`src/rtl/store_buffer_ctrl.sv`:
```
// Store-side dmem controller: aligns SB/SH/SW stores into a small FIFO and
// arbitrates the single dmem port between loads and buffered stores.
module store_buffer_ctrl #(
  parameter int DEPTH = 4,
  parameter int AW    = 14
) (
  input  logic          clk,
  input  logic          rst,
  input  logic          st_valid,
  output logic          st_ready,
  input  logic [31:0]   st_addr,
  input  logic [31:0]   st_data,
  input  logic [2:0]    st_funct3,
  input  logic          ld_valid,
  input  logic [31:0]   ld_addr,
  output logic          ld_grant,
  output logic          ld_stall,
  output logic          mem_en,
  output logic [3:0]    mem_we,
  output logic [AW-1:0] mem_addr,
  output logic [31:0]   mem_din,
  output logic          empty
);

  localparam int PW = $clog2(DEPTH);
  localparam int CW = PW + 1;

  localparam logic [2:0] FNC_SB = 3'b000;
  localparam logic [2:0] FNC_SH = 3'b001;
  localparam logic [2:0] FNC_SW = 3'b010;

  logic [AW-1:0] r_waddr [DEPTH];
  logic [31:0]   r_data  [DEPTH];
  logic [3:0]    r_mask  [DEPTH];
  logic [DEPTH-1:0] r_valid;
  logic [PW-1:0] r_head;
  logic [PW-1:0] r_tail;
  logic [CW-1:0] r_count;
  logic          r_empty;

  logic [31:0]   w_enq_data;
  logic [3:0]    w_enq_mask;
  logic          w_fnc_ok;
  logic          w_enq;
  logic          w_deq;
  logic          w_full;
  logic          w_hit;
  logic          w_hazard;
  logic [AW-1:0] w_ld_waddr;
  logic [AW-1:0] w_st_waddr;
  logic [CW-1:0] w_count_nxt;
  logic          w_unused;

  assign w_unused   = ^{ld_addr[31:AW+2], ld_addr[1:0], st_addr[31:AW+2]};
  assign w_ld_waddr = ld_addr[AW+1:2];
  assign w_st_waddr = st_addr[AW+1:2];
  assign w_full     = (r_count == CW'(DEPTH));
  assign st_ready   = ~rst & ~w_full;
  assign empty      = r_empty;

  // NOTE: every always_comb output gets a default first so no path leaves a
  // variable unassigned, which would otherwise infer a latch.
  always_comb begin
    w_enq_data = '0;
    w_enq_mask = '0;
    w_fnc_ok   = 1'b0;
    case (st_funct3)
      FNC_SB: begin
        w_enq_data = {24'b0, st_data[7:0]} << {st_addr[1:0], 3'b000};
        w_enq_mask = 4'b0001 << st_addr[1:0];
        w_fnc_ok   = 1'b1;
      end
      FNC_SH: begin
        w_enq_data = st_addr[1] ? {st_data[15:0], 16'b0} : {16'b0, st_data[15:0]};
        w_enq_mask = st_addr[1] ? 4'b1100 : 4'b0011;
        w_fnc_ok   = 1'b1;
      end
      FNC_SW: begin
        w_enq_data = st_data;
        w_enq_mask = 4'b1111;
        w_fnc_ok   = 1'b1;
      end
      default: ;
    endcase
  end

  // Unknown funct3 still handshakes but never occupies a slot.
  assign w_enq = st_valid & st_ready & w_fnc_ok;

  // Only already-buffered entries count; a same-cycle store is younger than the load.
  always_comb begin
    w_hit = 1'b0;
    for (int i = 0; i < DEPTH; i++) begin
      if (r_valid[i] && (r_waddr[i] == w_ld_waddr)) w_hit = 1'b1;
    end
  end
  assign w_hazard = ld_valid & w_hit;

  always_comb begin
    mem_en   = 1'b0;
    mem_we   = 4'b0000;
    mem_addr = '0;
    mem_din  = '0;
    ld_grant = 1'b0;
    w_deq    = 1'b0;
    if (!rst) begin
      if (w_full || !(ld_valid && !w_hazard)) begin
        if (r_count != '0) begin
          mem_en   = 1'b1;
          mem_we   = r_mask[r_head];
          mem_addr = r_waddr[r_head];
          mem_din  = r_data[r_head];
          w_deq    = 1'b1;
        end
      end else begin
        mem_en   = 1'b1;
        mem_addr = w_ld_waddr;
        ld_grant = 1'b1;
      end
    end
  end

  assign ld_stall    = ld_valid & ~ld_grant & ~rst;
  assign w_count_nxt = r_count + CW'(w_enq) - CW'(w_deq);

  // NOTE: state registers use non-blocking assignments so every flop samples
  // the pre-edge values regardless of statement order.
  always_ff @(posedge clk) begin
    if (rst) begin
      r_head  <= '0;
      r_tail  <= '0;
      r_count <= '0;
      r_valid <= '0;
      r_empty <= 1'b1;
    end else begin
      if (w_enq) begin
        r_valid[r_tail] <= 1'b1;
        r_tail          <= r_tail + PW'(1);
      end
      if (w_deq) begin
        r_valid[r_head] <= 1'b0;
        r_head          <= r_head + PW'(1);
      end
      r_count <= w_count_nxt;
      r_empty <= (w_count_nxt == '0);
    end
  end

  // NOTE: entry payload is deliberately not reset; the valid bits and count
  // gate every use, so clearing the storage would only cost reset fan-out.
  always_ff @(posedge clk) begin
    if (w_enq) begin
      r_waddr[r_tail] <= w_st_waddr;
      r_data[r_tail]  <= w_enq_data;
      r_mask[r_tail]  <= w_enq_mask;
    end
  end

endmodule

```
`config.mk`:
```
export PLATFORM = sky130hd
export DESIGN_NAME = store_buffer_ctrl
export DESIGN_NICKNAME = d
export VERILOG_FILES = /design/src/rtl/store_buffer_ctrl.sv
export SDC_FILE = /design/constraint.sdc
export NUM_CORES = 1
export LEC_CHECK = 0
export ABC_AREA = 1
export CAP_MARGIN = 20
export CORE_MARGIN = 2
export CORE_UTILIZATION = 55
export CTS_CLUSTER_DIAMETER = 150
export DETAILED_ROUTE_END_ITERATION = 10
export PLACE_DENSITY = 0.9
export SLEW_MARGIN = 20
export SYNTH_ARGS = -nofsm -noshare
export SYNTH_HDL_FRONTEND = slang
export SYNTH_SLANG_ARGS = --single-unit
```
`constraint.sdc`:
```
create_clock -name clk -period 7.9 [get_ports clk]
set_input_delay 2.37 -clock clk [delete_from_list [all_inputs] [get_ports clk]]
set_output_delay 2.37 -clock clk [all_outputs]
set_load 0.05 [all_outputs]
```
### Word-level counts from Yosys, hierarchy flattened

Memories as Yosys holds them, arrays and structs flattened. A register that Yosys moved wholly into a read port is not among the register bits.
Cells that the tools add are included.

| storage, ports and cells | value |
|---|---|
| register bits | 12 |
| bits in latches | 0 |
| RAM bits | 200 |
| bits in read-only memories | 0 |
| bits of input ports | 103 |
| output and inout port bits | 55 |
| logic and storage cells | 91 |
| memories | 3 |

| cells by class | value |
|---|---|
| add/sub/neg operators | 4 |
| multipliers | 0 |
| div/mod/pow operators | 0 |
| magnitude comparators | 4 |
| equality and inequality tests | 7 |
| shift operators | 2 |
| muxes and demuxes | 40 |
| bitwise logic cells | 12 |
| reduce and logical (&&, ||, !) cells | 14 |

Memory list:

| memory | depth | bits a word | read ports | clocked after Yosys merged registers in | wr ports | RTL line | RTL |
|---|---|---|---|---|---|---|---|
| r_data | 4 | 32 | 1 | 1 | 1 | 33 | `logic [31:0] r_data [DEPTH];` |
| r_waddr | 4 | 14 | 5 | 1 | 1 | 32 | `logic [AW-1:0] r_waddr [DEPTH];` |
| r_mask | 4 | 4 | 1 | 1 | 1 | 34 | `logic [3:0] r_mask [DEPTH];` |

Operators with widths:

| kind | number |
|---|---|
| 32-bit two-way mux | 4 |
| 32-bit case mux with 3 select lines | 1 |
| 14-bit == test | 4 |
| 14-bit two-way mux | 3 |
| 8-bit by 5-bit << shifter with 32-bit output | 1 |
| 4-bit two-way mux | 7 |
| 1-bit two-way mux | 16 |
| 2-bit two-way mux | 6 |
| 4-bit case mux with 3 select lines | 1 |
| 1-bit logical AND | 7 |
| 1-bit AND | 6 |
| 3-bit logical NOT | 2 |
| 2-bit by 3-bit less-than comparator with 1-bit output (second input constant) | 2 |
| 2-bit by 1-bit adder with 2-bit output (second input constant) | 2 |
| 4-bit AND | 1 |
| 1-bit demux with 2-bit select | 2 |
| 2-bit by 1-bit greater-or-equal comparator with 1-bit output (second input constant) | 2 |
| 4-bit NOT | 1 |
| 4-bit OR | 1 |
| 1-bit by 2-bit << shifter with 4-bit output (first input constant) | 1 |
| 3-bit by 1-bit adder with 3-bit output | 1 |
| 3-bit by 1-bit == test with 1-bit output (second input constant) | 1 |
| 3-bit by 2-bit == test with 1-bit output (second input constant) | 1 |
| 3-bit == test (second input constant) | 1 |
| 6 further kinds | 9 |

### Longest topological paths before layout

Gate-level depths: netlist of the first run.

| logic depth | value |
|---|---|
| depth after elaboration | 16 |
| depth in mapped cells | 22 |
| gate-level depth less buffers | 20 |

### Worst setup path before layout of the first run

No wires, ideal clock.

| path | value |
|---|---|
| path kind | input-to-output |
| start | input port ld_addr[6] |
| end | output port mem_din[10] |
| data arrival time | 4.135 ns |
| required time | 5.530 ns |
| slack | 1.395 ns |
| cell stages on the path | 11 |
| path buffers | 2 |
| cells stage by stage | buf_2 -> xnor2_1 -> nand2_1 -> nor2_1 -> nand2_1 -> nor2_1 -> nor2_2 -> nand3_4 -> nand2_4 -> buf_2 -> a21oi_1 |

| on the way | value |
|---|---|
| longest elaborated chain between the ends | 13 |
| elaborated cells on any way between the ends | 19 |
| those cells by class | 4 x eq/ne; 6 x mux; 1 x bitwise; 8 x reduce/logical |

RTL lines:

| what | RTL line | RTL |
|---|---|---|
| start, declared | 15 | `input logic [31:0] ld_addr,` |
| 14-bit == test | 94 | `if (r_valid[i] && (r_waddr[i] == w_ld_waddr)) w_hit = 1'b1;` |
| 1-bit logical AND | 94 |  |
| 1-bit two-way mux (3 in series) | 94 |  |
| 1-bit two-way mux (*) | 94 |  |
| 1-bit AND (*) | 97 | `assign w_hazard = ld_valid & w_hit;` |
| 1-bit logical NOT (*) | 107 | `if (w_full \|\| !(ld_valid && !w_hazard)) begin` |
| 1-bit logical AND (*) | 107 |  |
| 1-bit logical NOT (*) | 107 |  |
| 1-bit logical OR (*) | 107 |  |
| 32-bit two-way mux (*) | 107 |  |
| 32-bit two-way mux (*) | 106 | `if (!rst) begin` |
| end, declared | 21 | `output logic [31:0] mem_din,` |

Mark *: on every way between the ends. The rest lies on a longest branch, timed or not.

### Worst setup path after layout of the first run

| path | value |
|---|---|
| start | input port ld_addr[5] |
| end | output port mem_addr[4] |

| on the way | value |
|---|---|
| longest elaborated chain between the ends | 13 |
| elaborated cells on any way between the ends | 19 |
| those cells by class | 4 x eq/ne; 6 x mux; 1 x bitwise; 8 x reduce/logical |

RTL lines:

| what | RTL line | RTL |
|---|---|---|
| 14-bit == test | 94 |  |
| 1-bit logical AND | 94 |  |
| 1-bit two-way mux (3 in series) | 94 |  |
| 1-bit two-way mux (*) | 94 |  |
| 1-bit AND (*) | 97 |  |
| 1-bit logical NOT (*) | 107 |  |
| 1-bit logical AND (*) | 107 |  |
| 1-bit logical NOT (*) | 107 |  |
| 1-bit logical OR (*) | 107 |  |
| 14-bit two-way mux (*) | 107 |  |
| 14-bit two-way mux (*) | 106 |  |
| end, declared | 20 | `output logic [AW-1:0] mem_addr,` |

Marked as above.

==> results of run 1 <==
## power by group
part	internal, mW	switching (mW)	leakage (nW)
Clock	0.498	0.374	0.284
Combinational	0.248	0.617	2.44
Sequential	1.27	0.0306	1.93
Total	2.02	1.02	4.65
## sequential cells by signal, summed over array words and instances (netlist names), named ones only
name     flops
empty        1
r_count      3
r_waddr     56
r_tail       2
r_mask      16
r_valid      4
r_head       2
r_data     128
## cells by family after synthesis
| family | count (synthesis) | synth area share |
|---|---|---|
| AND/OR/NAND/NOR | 434 | 0.1701 |
| buffers and inverters | 151 | 0.05948 |
| XOR/XNOR | 12 | 0.01056 |
| AO/OA/AOI/OAI | 216 | 0.1134 |
| adder cells (fa/ha/maj) | 11 | 0.01459 |
| flip-flops | 214 | 0.6318 |
## worst paths after layout
kind,from,to,depth (start not counted),slack (ps)
worst min register to register,r_valid[1],r_valid[1],4,570
worst min-delay path,r_valid[1],r_valid[1],4,570
worst max register to register,r_waddr[3][12],empty,20,4550
worst max-delay path,ld_addr[5],mem_addr[4],13,550
## final cells by class
cell class,instances,area share
tap,229,0.02413
clock inverter,5,0.001581
multi-input combinational,673,0.2612
timing repair buffer,132,0.09989
clock buffer,31,0.04826
inverter,110,0.03509
sequential,214,0.5298
## critical path, cell delays in order
cell and delay (ps):
clkdlybuf4s50_1 630, inv_2 90, o21ai_1 250, nor2_1 80
nand2_1 60, nor2_1 60, a21boi_2 170, nand3_4 190
nand2_4 440, inv_4 200, nand2_1 160, nand2_1 60
buf_4 190
## synthesized netlist by cell type (10+ instances only)
cell / n
nor2_1: 216
edfxtp_1: 200
nand2_1: 195
o21ai_0: 130
inv_1: 92
a21oi_1: 61
clkbuf_1: 24
inv_2: 15
dfxtp_1: 14
nand3_1: 14
ha_1: 10
o22ai_1: 10
## per-layer routing
layer,GRT usage,vias to the layer above,wire (um)
li1,-,3686,-
met4,0.1085,0,980
met3,0.04919,77,2391
met1,0.3201,3584,9402
met5,0,-,0
met2,0.4174,434,11770
==> run summary, run 1 <==
status = finished, final reports clean
Post-Syn Area per Cell = 9.585 um2
Setup-failing EPs final = 0
Chip Width = 138.5 um
commonest non-fill, non-tap cell in the layout = nor2_1
GPL Wtd Cong = 0.9393
GRT Overall Usage = 0.2496
Rel. slew slack = 0.3431
Hold WS = 566.3 ps
Post-Route Utilization = 0.6655
clock root buffer master = clkbuf_16
DPL Wire Length = 15760 um
Placed Area = 11280 um2
vias in the first global route = 7532
clock transition at the registers of the reported paths = 60 ps
CTS tree = yes
share of layout cells above drive strength 1 = 0.09442
WS Path Type = in2out
post-route antenna net violation count = 0
fin crit period = 7352 ps
Pre-Repair DR Iteration Count = 6
ys async rst share = 0
Max Slew Vio Count = 0
Worst setup SP type = primary input
fin crit share = 0.9307
CTS Buf Count = 21
PortBufs = 123
top cells by area, synth = edfxtp_1 (60%), nor2_1 (8.1%), nand2_1 (7.4%)
Max Root-Sink Buffers = 3
fin worst setup slack = 547.6 ps
Final Cell Area = 11870 um2
peak supply drop = 0.0002211 V
worst min path class = reg2reg
nets = 1266
CP max FO = 36
setup TNS = 0 ps
Setup crit end kind = primary output
yosys warns = 0
first-pass GRT wire length = 38120 um
Fmax = 136.0 MHz
I/O pin total = 158
synth unique cells = 33
Initial Util = 0.5577
Slew @ Worst Pin = 983.0 ps
Die Area = 19180 um2
Pleak = 4.652 nW
syn nets = 1152
clk sinks = 214
Worst Skew = 8.979 ps
# hold bufs at CTS = 0
Worst EP required = 5530 ps
FILL cells = 1283
Worst-Skew Late Latency = 490 ps
Seq cells post-synth = 214
Seq/Total Area, Yosys = 0.6318
vias = 7781
Final Hold Vio Count = 0
unrepaired setup endpoints after global routing = false
ys flop type = edfxtp_1
most frequent cells in the layout = nor2_1 (212), edfxtp_1 (200), nand2_1 (195)
Final Instance Count excl. Fillers = 1394
Post-synth EDFFs = 200
global route overflow = 0
MaxCap Viol Count = 0
PD cells = 255.9 nW/um2
initial antenna violation count = 0
Area Growth Syn to Fin = 19.34%
ANT cells = 0
area leader, netlist = edfxtp_1
Multi-input gate area = 3102 um2
core area = 17840 um2
DRT Wirelength = 24550 um
H-tree depth = 1
# Post-CTS Setup Buffers = 0
drt drc = 0
largest net degree at the start of global routing = 93
Avg WL per Cell = 17.61 um
Final Power = 3.039 mW
Post-Synthesis Cells = 1038
vias per cell = 5.582
DRT iter0 DRCs = 919
top cell type's share of synthesized area = 0.6036
pre-CTS WS = 624.2 ps
post-cts gate resize count = 0
Die Y = 138.5 um
placed cells = 1358
arrival time at the worst endpoint = 4980 ps
sequential standard cell area = 6291 um2
FP Rows = 49
Synth Cell Area = 9950 um2
Power figures use the tool's default switching activity.
==> run 2: changes to the inputs <==
- CORE_UTILIZATION: 55 -> 54
- PLACE_DENSITY: 0.9 -> 0.88
- clock period: 7.9 -> 8.3 ns (I/O delays scaled with it)
==> run summary, run 2 (synthesis gave the netlist of run 1 again) <==
status = finished, final reports clean
register with the most flip-flops = r_data
clock root buffer master = clkbuf_16
vias per cell = 5.639
# Post-CTS Setup Buffers = 0
hold_sp = r_head[1]
commonest non-fill, non-tap cell in the layout = nor2_1
placed cells = 1361
hold path depth = 2
Die Y = 139.7 um
fin crit period = 8005 ps
Die Area = 19530 um2
Area Growth Syn to Fin = 21.21%
Worst Skew = 11.89 ps
Worst EP required = 5810 ps
# hold bufs at CTS = 0
clock transition at the registers of the reported paths = 60 ps
DRT iter0 DRCs = 913
peak supply drop = 0.0002058 V
core area = 18020 um2
Worst Setup SP = ld_addr[4]
largest net degree at the start of global routing = 73
drt drc = 0
Chip Width = 139.7 um
Clock Power Share = 0.313
WS Path Type = in2out
MaxCap Viol Count = 0
PD cells = 249.4 nW/um2
unrepaired setup endpoints after global routing = false
Seq pwr share = 0.415
H-tree depth = 1
setup TNS = 0 ps
worst min path class = reg2reg
DRT Wirelength = 25220 um
Fmax = 124.9 MHz
first-pass GRT wire length = 39070 um
pre-CTS WS = 398.3 ps
NetSw = 0.9975 mW
Rel. slew slack = 0.2837
Max Root-Sink Buffers = 3
Slew @ Worst Pin = 1071 ps
switching share of power = 0.3317
fin worst setup slack = 294.6 ps
power share of the combinational group = 0.272
CP max FO = 33
Setup crit end kind = primary output
Final Instance Count excl. Fillers = 1395
largest registers = r_data (128), r_waddr (56), r_mask (16)
nets = 1271
arrival time at the worst endpoint = 5520 ps
clk sinks = 214
Final Power = 3.008 mW
max reg flops = 128
ANT cells = 0
Avg WL per Cell = 18.08 um
share of layout cells above drive strength 1 = 0.08919
Worst setup SP type = primary input
I/O pin total = 158
Pleak = 4.688 nW
Pre-Repair DR Iteration Count = 5
Initial Util = 0.5520
fin crit share = 0.9645
CTS Buf Count = 22
GRT Overall Usage = 0.2546
FF-to-FF Start = r_waddr[3][11]
Setup-failing EPs final = 0
Max Slew Vio Count = 0
initial antenna violation count = 0
global route overflow = 0
PortBufs = 123
Worst-Skew Late Latency = 500 ps
worst reg-to-reg path cell count = 20
DPL Wire Length = 16110 um
FP Rows = 49
CTS tree = yes
post-cts gate resize count = 0
vias in the first global route = 7663
Internal Pwr Total = 2.010 mW
vias = 7867
Final Hold Vio Count = 0
post-route antenna net violation count = 0
most frequent cells in the layout = nor2_1 (212), edfxtp_1 (200), nand2_1 (195)
GPL Wtd Cong = 0.9399
-- run 2: cell count changes in the layout (fill, tap and decap cells not counted), moves of 3 or more --
cell	change
clkbuf_1	-8
clkdlybuf4s50_1	+18
clkinv_1	-3
buf_4	-15
-- run 2: power groups by stage --
stage          Clock [mW]  Combinational [mW]  Sequential [mW]
4_1_cts             0.948               0.813             1.25
6_report            0.941               0.818             1.25
3_5_place_dp            0               0.803             1.27
5_1_grt             0.995               0.884             1.25
2_1_floorplan           0               0.568             1.25
3_3_place_gp            0               0.783             1.27
-- run 2: final cells by class --
| class | count | area (um2) |
|---|---|---|
| Sequential cell | 214 | 6291 |
| Tap cell | 229 | 286.5 |
| Clock buffer | 24 | 579.3 |
| Clock inverter | 9 | 97.59 |
| Timing Repair Buffer | 136 | 1289 |
| Fill cell | 1304 | 5964 |
| Multi-Input combinational cell | 673 | 3102 |
| Inverter | 110 | 415.4 |
-- run 2: worst paths after layout --
path | end | slack, ps
worst max-delay path | mem_din[18] | 290
worst min-delay path | flop | 560
worst max register to register | empty | 5050
worst min register to register | flop | 560
-- run 2: worst max-delay path, stage by stage --
cell	delay, ps
clkdlybuf4s50_1	640
inv_2	80
nand2_1	120
nand4_1	110
nor2_1	180
nand2_1	80
nor2_1	110
nor2_2	70
nand3_4	150
nand2_4	280
a21oi_1	300
clkdlybuf4s50_1	850
-- run 2: per-stage QoR --
stage / instance area, um2 / hold slack, ps / util
global placement: 11330 / 512.1 / 0.6285
global route: 12060 / 592.6 / 0.6691
floorplan: 9950 / 489.9 / -
CTS: 12030 / 565.2 / 0.6676
finish: 12060 / 558.9 / 0.6691
detailed placement: 11360 / 531.0 / 0.6300
-- run 2: per-layer routing --
metal  up-vias  GRT usage  share of wire
li1       3700          -              -
met1      3647     0.3261           0.38
met2       445     0.4231           0.49
met3        75    0.04852          0.098
met4         0     0.1168          0.039
met5         -          0              0
==> run 3: changes to the inputs <==
- clock period: 8.3 -> 8.1 ns (I/O delays scaled with it)
==> run summary, run 3 (synthesis gave the netlist of run 1 again) <==
Seq pwr share = 0.417
vias in the first global route = 7521
peak supply drop = 0.0002653 V
Max Slew Vio Count = 0
commonest non-fill, non-tap cell in the layout = nor2_1
power share of the combinational group = 0.276
initial antenna violation count = 0
FF-to-FF Start = r_waddr[0][4]
Chip Width = 139.7 um
arrival time at the worst endpoint = 5090 ps
unrepaired setup endpoints after global routing = false
status = finished, final reports clean
Final Hold Vio Count = 0
vias = 7851
PD cells = 255.5 nW/um2
# Post-CTS Setup Buffers = 0
register with the most flip-flops = r_data
Pre-Repair DR Iteration Count = 7
clk sinks = 214
DRT iter0 DRCs = 861
pre-CTS WS = 616.0 ps
GPL Wtd Cong = 0.9338
nets = 1269
worst min path class = reg2reg
Final Power = 3.064 mW
max reg flops = 128
clock transition at the registers of the reported paths = 60 ps
worst r2r dst = empty
Avg WL per Cell = 17.71 um
Post-Route Utilization = 0.6653
Initial Util = 0.5520
GRT Overall Usage = 0.2531
Clock Power Share = 0.308
fin crit period = 7524 ps
largest registers = r_data (128), r_waddr (56), r_mask (16)
NetSw = 1.025 mW
DPL Wire Length = 16030 um
DRT Wirelength = 24750 um
CTS tree = yes
worst reg-to-reg path cell count = 21
H-tree depth = 1
Setup-failing EPs final = 0
MaxCap Viol Count = 0
largest net degree at the start of global routing = 80
hold path depth = 2
Slew @ Worst Pin = 1032 ps
PortBufs = 123
# hold bufs at CTS = 0
clock root buffer master = clkbuf_16
Pleak = 4.713 nW
hold_sp = r_head[1]
most frequent cells in the layout = nor2_1 (212), edfxtp_1 (200), nand2_1 (195)
Reg2Reg Setup Slack = 4870 ps
core area = 18020 um2
Internal Pwr Total = 2.039 mW
I/O pin total = 158
WS Path Type = in2out
Die Y = 139.7 um
first-pass GRT wire length = 38980 um
Placed Area = 11330 um2
vias per cell = 5.616
post-route antenna net violation count = 0
share of layout cells above drive strength 1 = 0.1009
post-cts gate resize count = 0
Worst Skew = 6.418 ps
FP Rows = 49
Die Area = 19530 um2
Worst EP required = 5670 ps
fin crit share = 0.9289
Rel. slew slack = 0.3093
setup TNS = 0 ps
ANT cells = 0
CTS Buf Count = 22
Final Cell Area = 11990 um2
Max Root-Sink Buffers = 3
global route overflow = 0
Worst setup SP type = primary input
Setup crit end kind = primary output
CP max FO = 12
Area Growth Syn to Fin = 20.52%
switching share of power = 0.3345
drt drc = 0
Fmax = 132.9 MHz
Worst-Skew Late Latency = 510 ps
fin worst setup slack = 575.7 ps
[run 3: changes by cell type in the layout (fill, tap and decap cells not counted), sizes merged]
cell	change
buf	+14
bufinv	-1
clkbuf	+4
clkdlybuf4s50	-16
clkinv	+4
clkinvlp	-2
[run 3: worst max-delay path, stage by stage]
cell and delay [ps]:
clkdlybuf4s50_1 630, inv_2 80, nand2_1 70, o21ai_0 70, nor2_1 110, nand2_1 100, nor2_1 180, a21boi_2 100
nand3_4 180, nand2_4 140, a21oi_1 170, clkdlybuf4s50_1 820
[run 3: cell type report]
type / instances / area, um2
inverters: 110 / 415.4
well taps: 229 / 286.5
clock inverters: 10 / 71.32
repair buffers: 134 / 1231
clock buffers: 28 / 594.3
fillers: 1341 / 6033
flip-flops and latches: 214 / 6291
multi-input cells: 673 / 3102
[run 3: power by group through the flow]
stage | Combinational (mW) | Sequential [mW] | Clock [mW]
finish | 0.845 | 1.28 | 0.942
global route | 0.922 | 1.28 | 0.999
CTS | 0.843 | 1.28 | 0.952
detailed placement | 0.835 | 1.30 | 0
global placement | 0.815 | 1.30 | 0
floorplan | 0.582 | 1.28 | 0
[run 3: how the worst max path moves through the flow]
stage                      from          end  slack [ps]  cells past startpoint
floorplan            ld_addr[6]  mem_din[10]        1480                     11
global placement    ld_addr[11]  mem_din[14]         660                     12
detailed placement  ld_addr[11]  mem_din[12]         620                     12
CTS                 ld_addr[11]  mem_din[12]         610                     12
global route         ld_addr[4]  mem_din[12]         420                     12
finish              ld_addr[11]  mem_din[12]         580                     12
[run 3: per-stage QoR]
| step | hold slack, ps | cells |
|---|---|---|
| floorplan | 489.9 | 1038 |
| detailed placement | 545.6 | 1360 |
| finish | 554.0 | 1398 |
| global placement | 509.2 | 1360 |
| global route | 596.1 | 1398 |
| CTS | 556.2 | 1398 |
[run 3: routing by layer]
metal,vias to the layer above,share of wire,track usage
li1,3691,-,-
met1,3608,0.38,0.3349
met2,490,0.49,0.4236
met3,62,0.11,0.04680
met4,0,0.027,0.08789
met5,-,0,0
